==> src/rtl/cache_pkg.sv <==
// ============================================================================
// Module : cache_pkg
// Brief  : Shared cache types and constants (icache_assoc, future dcache).
// Rev    : 1.0  initial set-associative icache support
// ============================================================================
`default_nettype none

package cache_pkg;

    localparam int BYTE_OFF   = 2;
    localparam int LINE_WORDS = 2;
    localparam int LINE_SETS  = 8;
    localparam int LINE_TAGW  = 32 - BYTE_OFF - $clog2(LINE_WORDS) - $clog2(LINE_SETS);

    typedef enum logic [0:0] {
        IDLE = 1'b0,
        FILL = 1'b1
    } istate_assoc_t;

    // Line layout at the default geometry; users with other geometries mirror it locally.
    typedef struct packed {
        logic                         valid;
        logic [LINE_TAGW-1:0]         tag;
        logic [LINE_WORDS-1:0][31:0]  data;
    } icache_line_t;

endpackage

`default_nettype wire

==> src/rtl/icache_tagmatch.sv <==
// ============================================================================
// Module : icache_tagmatch
// Brief  : Combinational tag compare across the ways of one set; one-hot hit.
// Rev    : 1.0  initial
// ============================================================================
`default_nettype none

module icache_tagmatch #(
    parameter int WAYS = 2,
    parameter int TAGW = 26
) (
    input  logic [WAYS-1:0][TAGW-1:0] i_tags,
    input  logic [WAYS-1:0]           i_valids,
    input  logic [TAGW-1:0]           i_tag,
    output logic                      o_hit,
    output logic [WAYS-1:0]           o_hit_way
);

    for (genvar g = 0; g < WAYS; g++) begin : g_way
        assign o_hit_way[g] = i_valids[g] && (i_tags[g] == i_tag);
    end

    assign o_hit = |o_hit_way;

endmodule

`default_nettype wire

==> src/rtl/icache_assoc.sv <==
// ============================================================================
// Module : icache_assoc
// Brief  : Set-associative, multi-word-block instruction cache with flush.
//          Optional hit/miss counters when ICACHE_PERF_EN is defined.
// Rev    : 1.0  initial
// ============================================================================
`default_nettype none

module icache_assoc
    import cache_pkg::*;
#(
    parameter int WAYS  = 2,
    parameter int SETS  = 8,
    parameter int WORDS = 2
) (
    input  logic        CLK,
    input  logic        RST,
    input  logic        imemREN,
    input  logic [31:0] imemaddr,
    input  logic        flush,
    output logic        ihit,
    output logic [31:0] imemload,
    output logic        iREN,
    output logic [31:0] iaddr,
    input  logic        iwait,
    input  logic [31:0] iload
`ifdef ICACHE_PERF_EN
    ,
    output logic [31:0] hit_cnt,
    output logic [31:0] miss_cnt
`endif
);

    localparam int WOFF  = $clog2(WORDS);
    localparam int IDXW  = $clog2(SETS);
    localparam int TAGW  = 32 - BYTE_OFF - WOFF - IDXW;
    localparam int WOFFW = (WOFF > 0) ? WOFF : 1;
    localparam int WAYW  = (WAYS > 1) ? $clog2(WAYS) : 1;

    typedef struct packed {
        logic                   valid;
        logic [TAGW-1:0]        tag;
        logic [WORDS-1:0][31:0] data;
    } line_t;

    line_t           r_line [WAYS][SETS];
    logic [WAYW-1:0] r_ptr  [SETS];
    istate_assoc_t   r_state;
    logic [TAGW-1:0] r_tag;
    logic [IDXW-1:0] r_idx;
    logic [WOFFW-1:0] r_cnt;
    logic [31:0]     r_buf  [WORDS];

    logic [TAGW-1:0]            w_tag;
    logic [IDXW-1:0]            w_idx;
    logic [WOFFW-1:0]           w_word;
    logic [WAYS-1:0][TAGW-1:0]  w_tags;
    logic [WAYS-1:0]            w_vals;
    logic                       w_hit;
    logic [WAYS-1:0]            w_hit_way;
    logic [31:0]                w_rdata;
    logic                       w_ihit;
    logic [WAYW-1:0]            w_victim;
    logic                       w_from_ptr;
    logic                       w_last;
    logic [WORDS-1:0][31:0]     w_fill_data;
    logic [31:0]                w_fill_addr;
    logic                       w_unused_addr;

    assign w_tag         = imemaddr[31 -: TAGW];
    assign w_idx         = imemaddr[BYTE_OFF+WOFF +: IDXW];
    assign w_unused_addr = &{1'b0, imemaddr[1:0]};

    if (WOFF > 0) begin : g_multiword
        assign w_word      = imemaddr[BYTE_OFF +: WOFF];
        assign w_fill_addr = {r_tag, r_idx, r_cnt, 2'b00};
    end else begin : g_singleword
        assign w_word      = 1'b0;
        assign w_fill_addr = {r_tag, r_idx, 2'b00};
    end

    always_comb begin
        for (int w = 0; w < WAYS; w++) begin
            w_tags[w] = r_line[w][w_idx].tag;
            w_vals[w] = r_line[w][w_idx].valid;
        end
    end

    icache_tagmatch #(
        .WAYS (WAYS),
        .TAGW (TAGW)
    ) u_tagmatch (
        .i_tags    (w_tags),
        .i_valids  (w_vals),
        .i_tag     (w_tag),
        .o_hit     (w_hit),
        .o_hit_way (w_hit_way)
    );

    always_comb begin
        w_rdata = '0;
        for (int w = 0; w < WAYS; w++) begin
            if (w_hit_way[w]) begin
                w_rdata = w_rdata | r_line[w][w_idx].data[w_word];
            end
        end
    end

    // Lowest invalid way wins; the rotating pointer is only consulted for a full set.
    always_comb begin
        w_victim   = r_ptr[r_idx];
        w_from_ptr = 1'b1;
        for (int w = WAYS - 1; w >= 0; w--) begin
            if (!r_line[w][r_idx].valid) begin
                w_victim   = WAYW'(w);
                w_from_ptr = 1'b0;
            end
        end
    end

    always_comb begin
        for (int w = 0; w < WORDS; w++) begin
            w_fill_data[w] = (WOFFW'(w) == r_cnt) ? iload : r_buf[w];
        end
    end

    assign w_last   = (r_cnt == WOFFW'(WORDS - 1));
    assign w_ihit   = (r_state == IDLE) && imemREN && !flush && w_hit;
    assign ihit     = w_ihit;
    assign imemload = w_ihit ? w_rdata : 32'd0;
    assign iREN     = (r_state == FILL);
    assign iaddr    = (r_state == FILL) ? w_fill_addr : 32'd0;

    always_ff @(posedge CLK) begin
        if (RST) begin
            r_state <= IDLE;
            r_cnt   <= '0;
            for (int w = 0; w < WAYS; w++) begin
                for (int s = 0; s < SETS; s++) begin
                    r_line[w][s].valid <= 1'b0;
                end
            end
            for (int s = 0; s < SETS; s++) begin
                r_ptr[s] <= '0;
            end
        end else if (flush) begin
            r_state <= IDLE;
            r_cnt   <= '0;
            for (int w = 0; w < WAYS; w++) begin
                for (int s = 0; s < SETS; s++) begin
                    r_line[w][s].valid <= 1'b0;
                end
            end
        end else begin
            case (r_state)
                IDLE: begin
                    if (imemREN && !w_hit) begin
                        r_tag   <= w_tag;
                        r_idx   <= w_idx;
                        r_cnt   <= '0;
                        r_state <= FILL;
                    end
                end
                FILL: begin
                    if (!iwait) begin
                        r_buf[r_cnt] <= iload;
                        if (w_last) begin
                            r_line[w_victim][r_idx] <= '{valid: 1'b1, tag: r_tag, data: w_fill_data};
                            if (w_from_ptr) begin
                                r_ptr[r_idx] <= (r_ptr[r_idx] == WAYW'(WAYS - 1)) ? '0
                                                : r_ptr[r_idx] + 1'b1;
                            end
                            r_cnt   <= '0;
                            r_state <= IDLE;
                        end else begin
                            r_cnt <= r_cnt + 1'b1;
                        end
                    end
                end
                default: r_state <= IDLE;
            endcase
        end
    end

`ifdef ICACHE_PERF_EN
    logic [31:0] r_hit_cnt;
    logic [31:0] r_miss_cnt;

    always_ff @(posedge CLK) begin
        if (RST) begin
            r_hit_cnt  <= '0;
            r_miss_cnt <= '0;
        end else begin
            if (w_ihit) begin
                r_hit_cnt <= r_hit_cnt + 32'd1;
            end
            if ((r_state == IDLE) && imemREN && !flush && !w_hit) begin
                r_miss_cnt <= r_miss_cnt + 32'd1;
            end
        end
    end

    assign hit_cnt  = r_hit_cnt;
    assign miss_cnt = r_miss_cnt;
`endif

endmodule

`default_nettype wire

==> config.mk <==
export PLATFORM = sky130hd
export DESIGN_NAME = icache_assoc
export DESIGN_NICKNAME = d
export VERILOG_FILES = /design/src/rtl/cache_pkg.sv /design/src/rtl/icache_tagmatch.sv /design/src/rtl/icache_assoc.sv
export SDC_FILE = /design/constraint.sdc
export NUM_CORES = 2
export LEC_CHECK = 0
export CORE_MARGIN = 5
export CORE_UTILIZATION = 55
export DETAILED_ROUTE_END_ITERATION = 16
export PLACE_DENSITY = 0.69
export SYNTH_ARGS = -nofsm -noshare
export SYNTH_HDL_FRONTEND = slang
export SYNTH_SLANG_ARGS = --single-unit
==> constraint.sdc <==
create_clock -name CLK -period 20.9 [get_ports CLK]
set_clock_uncertainty 0.15 [all_clocks]
set_input_delay 4.18 -clock CLK [delete_from_list [all_inputs] [get_ports CLK]]
set_output_delay 4.18 -clock CLK [all_outputs]
set_load 0.02 [all_outputs]
==> metrics <==
crit end category=primary output; EDFF count, synth=1525; number of setup violations in the final report=0; CTS H-tree lvls=4; Min-Delay Path Class=reg2reg; Yosys warning count=0; sequential power share=54.7%; Final min period=14.47 ns; Remaining Overflow, GRT=0; status=complete, no violations; drc violations=0; largest net degree at the start of global routing=175; pwr dens=90.3 nW/um2; Avg Vias per Cell=6.31; Clock Latency Late Sink=0.75 ns; Hold Buf Count CTS=0; Core Region=108000 um2; DR iter-0 viols=2983; final hold violation count=0; GPL Wtd Cong=0.762; Cell Area, Synth=59800 um2; first-pass GRT wire length=196000 um; final net count=3059; synth-to-layout area growth=12.7%; Net Sw Frac=20.1%; DP Worst Slack=6.27 ns; Logic pwr share=2.9%; Placed Area=62700 um2; Final Core Density=62.2%; initial antenna violation count=5; Post-CTS Resized=0; top-area cell type share of the netlist area=76.5%; clk sinks=1530; die area=115000 um2; wire length per cell=29.2 um; I/O pin cnt=135; routed length on met1=53700 um; initial core utilization=55.2%; Max clock buf depth=3; worst slew pin tran=1.30 ns; CTS tree=done; max_cap viols=0; Synth area leader=edfxtp_1; Clock Power Share=42.3%; DR WL met3=9730 um; Lkg Pwr=24.1 nW; CP arrival=10.14 ns; final WL=133000 um; final standard cell area without fillers=67400 um2; clock slew at reported path FFs=0.06 ns; highest layer used for signal routing=met4; number of synthesized register bits=1530; TritonCTS buffer count=153; sequential element share of the synthesized area=76.7%; final worst setup slack=6.43 ns; Post-CTS Setup Repair Bufs=0; clock root cell=clkbuf_16; routed vias=28.6k; relative slew slack=13.3%; Tot GR Track Use=23.0%; Net Sw Power=1.23 mW; ys flop type=edfxtp_1; Die Y-Extent=340 um; placement row count=121; RSZ-0062 raised after global routing=false; input/output buffers=130; Tcrit/Tclk final=69.2%; DPL Wire Length=65400 um; top post-synthesis cells by count=edfxtp_1, mux4_2, mux2i_1, and2_1, a22oi_1; Die X=340 um; Area contributors post-synth=edfxtp_1, mux4_2, mux2i_1, and2_1, a22oi_1; Detail Route Antenna Nets=0; Syn Area/Cell=21.3 um2; Max Slew Vio Count=0; Detailed Routing Iterations Pass 1=5; peak supply drop=89.5 uV; count leader, synth=edfxtp_1; crit-path max FO=63; WP data required=16.57 ns; met2 routed WL=66200 um; Cells after Synth=2807; Placed Instances=4249; Startpoint Class=primary input; Fmax achieved=69.1 MHz; Cell Count, Final, Fillers Out=4532; library cells used by synthesis=49; ys async rst share=0%; critical path type=in2out; Pint=4.87 mW; vias in the first global route=29.6k; share of layout cells above drive strength 1=20.5%; setup_tns=0 ns
[metal layers]
| metal | vias to the layer above | track usage (%) |
|---|---|---|
| met5 | - | 0 |
| met1 | 15200 | 32.8 |
| met4 | 0 | 6.00 |
| met2 | 1204 | 37.9 |
| li1 | 12000 | - |
| met3 | 205 | 3.72 |
[logic make-up (layout without fill, tap and decap cells)]
| family | Yosys count | in the layout | synth area share (%) |
|---|---|---|---|
| DFF | 1530 | 1530 | 76.7 |
| muxes | 536 | 536 | 16.1 |
| and+or+nand+nor | 278 | 278 | 2.70 |
| buffers and inverters | 228 | 536 | 1.74 |
| AOI/OAI and AO/OA | 220 | 220 | 2.51 |
| xor gates and xnor gates | 14 | 14 | 0.205 |
| other | 1 | 4 | 0.00627 |
[critical path, cell delays in order]
cell             delay [ns]
buf_8                  0.49
buf_4                  0.68
buf_4                  0.93
mux4_2                 0.61
mux2i_1                0.20
xnor2_1                0.10
a21oi_1                0.26
nand4_1                0.19
or4_2                  0.70
buf_4                  0.41
o22ai_1                0.48
and2_1                 0.19
clkdlybuf4s50_1        0.60
[area by class of cell]
cell class,count,area [um2]
clock buffer,194,3980
timing repair buffer,183,1720
multi-input combinational,1050,13100
clock inverter,87,732
sequential,1530,45900
antenna,2,5.00
tap,1414,1770
fill,7267,41000
inverter,72,272
[power by group through the flow]
stage	Combinational, mW	Clock [mW]	Sequential, mW
4_1_cts	0.180	2.62	3.33
3_5_place_dp	0.179	0	3.40
2_1_floorplan	0.123	0	3.40
3_3_place_gp	0.177	0	3.40
6_report	0.178	2.58	3.33
5_1_grt	0.190	2.75	3.33
[cell usage in the layout (no fill, tap or decap), drive strengths merged, types with 2 or more instances in the layout]
| cell | instances |
|---|---|
| a211oi | 2 |
| a21o | 18 |
| a21oi | 42 |
| a221oi | 6 |
| a22o | 6 |
| a22oi | 77 |
| a31o | 2 |
| and2 | 153 |
| and3 | 30 |
| buf | 57 |
| bufinv | 8 |
| clkbuf | 194 |
| clkdlybuf4s50 | 126 |
| clkinv | 72 |
| conb | 2 |
| dfxtp | 5 |
| diode | 2 |
| edfxtp | 1525 |
| inv | 78 |
| mux2 | 4 |
| mux2i | 189 |
| mux4 | 343 |
| nand2 | 9 |
| nand2b | 4 |
| nand3 | 18 |
| nand3b | 2 |
| nand4 | 7 |
| nor2 | 38 |
| nor2b | 6 |
| nor3 | 4 |
| o21ai | 17 |
| o22a | 13 |
| o22ai | 32 |
| or4 | 2 |
| xnor2 | 14 |
[sequential cells by signal, summed over array words and instances (netlist names), named ones only]
register,cells
r_cnt,1
r_ptr,8
r_buf,32
iREN,1
r_line,1456
r_idx,3
r_tag,26
[metrics by stage]
step | hold WS [ns] | total power, mW
after floorplan | 0.438 | 3.52
after global placement | 0.515 | 3.57
after detailed placement | 0.564 | 3.58
after CTS | 0.586 | 6.13
after global routing | 0.613 | 6.28
final | 0.590 | 6.09
[final timing paths]
path                 startpoint  slack [ns]  cells after the start                       to
max                 imemaddr[3]        6.43                     13             imemload[24]
min          r_cnt$_SDFFE_PP0P_        0.59                      3       r_cnt$_SDFFE_PP0P_
max reg2reg     iREN$_SDFF_PP0_       14.89                      7  r_line[0][61]$_DFFE_PP_
min reg2reg  r_cnt$_SDFFE_PP0P_        0.59                      3       r_cnt$_SDFFE_PP0P_
No activity file was read; power rests on OpenSTA's default activity.
==> patch, RTL diff (same settings) <==
Build with the macro `ICACHE_PERF_EN` defined.
--- a/src/rtl/icache_assoc.sv
+++ b/src/rtl/icache_assoc.sv
@@ -5,6 +5,8 @@
 // Rev    : 1.0  initial
 // ============================================================================
 `default_nettype none
+
+`define ICACHE_PERF_EN
 
 module icache_assoc
     import cache_pkg::*;
New outputs: hit_cnt and miss_cnt. Check against the original RTL: not settled (the Yosys comparison gave no result); the edit may change what the design does.
==> patch against the original RTL <==
Wire length up 4.7%; synthesized area increased by 4.8%; via count up 8.0%; setup slack got worse by 0.54 ns; power rose by 5.3%; combinational power fell by 18%; final area rose by 6.0%; sequential cell count increased by 64.
==> patch: results (changes against the original RTL) <==
[global_routing] number of antenna violations at the first check in global routing 7 [+2]
[synth] cells taking the most area after synthesis sky130_fd_sc_hd__edfxtp_1, sky130_fd_sc_hd__mux4_2, sky130_fd_sc_hd__dfxtp_1
[worst_setup_path] depth of the worst register-to-register path 10 [+3]
[global_routing] GR met1 Demand/Resource 32.7% [about the same]
[layout] number of inserted filler cells in the final layout 7450 [+2.5%]
[worst_hold_path] min-delay src hit_cnt[31]
[synth] fraction of the mapped netlist area in compound gates 2.10% [-0.41 points]
[synth] Synth cell types 54 [+10%]
[worst_setup_path] flop-to-flop setup slack 15.52 ns [+0.63 ns]
[timing] worst hold slack 0.330 ns [-0.261 ns]
[worst_setup_path] Reg-to-Reg Start r_line[0][160]
[worst_setup_path] critical path fanouts, max 79 [+25%]
[placement] routability congestion estimate 0.784 [+2.8%]
[worst_hold_path] Hold Path Depth 2 [-1]
[routing] total via count after detailed routing 30900 [+8.0%]
[pwr] worst supply voltage drop on vdd 0.0939 mV [+4.9%]
[pwr] internal power 5180 uW [+6.6%]
[global_routing] maximum number of pins on one net before global-route repair 113 [-35%]
[routing] first-pass iteration count of the detailed router 6 [+1]
[routing] detailed router's first-iteration violation count 3442 [+15%]
[worst_setup_path] worst setup path start imemaddr[5]
[global_routing] global-route wire length before repair 207000 um [+5.7%]
[outcome] outcome finished clean
[placement] pre-CTS setup slack 5.88 ns [-0.390 ns]
[pwr] leakage power summed over all cells 0.0185 uW [-23%]
[synth] mux share of post-synthesis cell area 16.2% [+0.018 points]
[synth] Yosys top cell area share 73.0% [-3.5 points]
[routing] highest metal layer with signal wires met5
[synth] most frequent cells after synthesis sky130_fd_sc_hd__edfxtp_1, sky130_fd_sc_hd__mux4_2, sky130_fd_sc_hd__and2_1
[global_routing] global-route total usage across every layer 23.0% [about the same]
[synth] share of synthesized cell area in full adder, half adder and majority cells 0.0399% [+0.040 points]
[routing] detailed-routed wire length on met2 69600 um [+5.2%]
==> patch: cell count changes in the layout (fill, tap and decap cells not counted), moves of 32 or more <==
cell,unedited run,this run
sky130_fd_sc_hd__nor2_1,24,56
sky130_fd_sc_hd__mux4_2,343,406
sky130_fd_sc_hd__or4_1,0,33
sky130_fd_sc_hd__xor2_1,0,39
sky130_fd_sc_hd__clkdlybuf4s50_1,126,189
sky130_fd_sc_hd__nand2_1,9,57
sky130_fd_sc_hd__inv_1,70,13
sky130_fd_sc_hd__mux2i_1,189,90
sky130_fd_sc_hd__dfxtp_1,5,69
sky130_fd_sc_hd__a21oi_1,41,89
sky130_fd_sc_hd__nand2b_1,4,73
sky130_fd_sc_hd__a22oi_1,77,19
==> patch: per-stage QoR <==
| stage | util (%) | instances | power (uW) |
|---|---|---|---|
| after floorplan | - | 3038 | 3620 |
| after global placement | 58.8 | 4611 | 3670 |
| after detailed placement | 58.8 | 4611 | 3670 |
| after CTS | 63.4 | 4887 | 6470 |
| after global routing | 63.4 | 4888 | 6600 |
| final | 63.4 | 4890 | 6420 |
==> patch: area by class of cell <==
| type | instances | area share [%] |
|---|---|---|
| multi-input combinational | 1256 | 20.8 |
| clock buffer | 200 | 6.02 |
| tap | 1500 | 2.63 |
| timing repair buffer | 248 | 3.33 |
| inverter | 13 | 0.0683 |
| antenna | 3 | 0.0105 |
| clock inverter | 76 | 1.18 |
| sequential | 1594 | 66.0 |
==> patch: power by group through the flow <==
stage / Combinational, uW / Clock, uW / Sequential [uW]
6_report: 146 / 2810 / 3460
4_1_cts: 148 / 2860 / 3460
3_5_place_dp: 148 / 0 / 3520
2_1_floorplan: 95.9 / 0 / 3520
3_3_place_gp: 146 / 0 / 3520
5_1_grt: 155 / 3000 / 3450
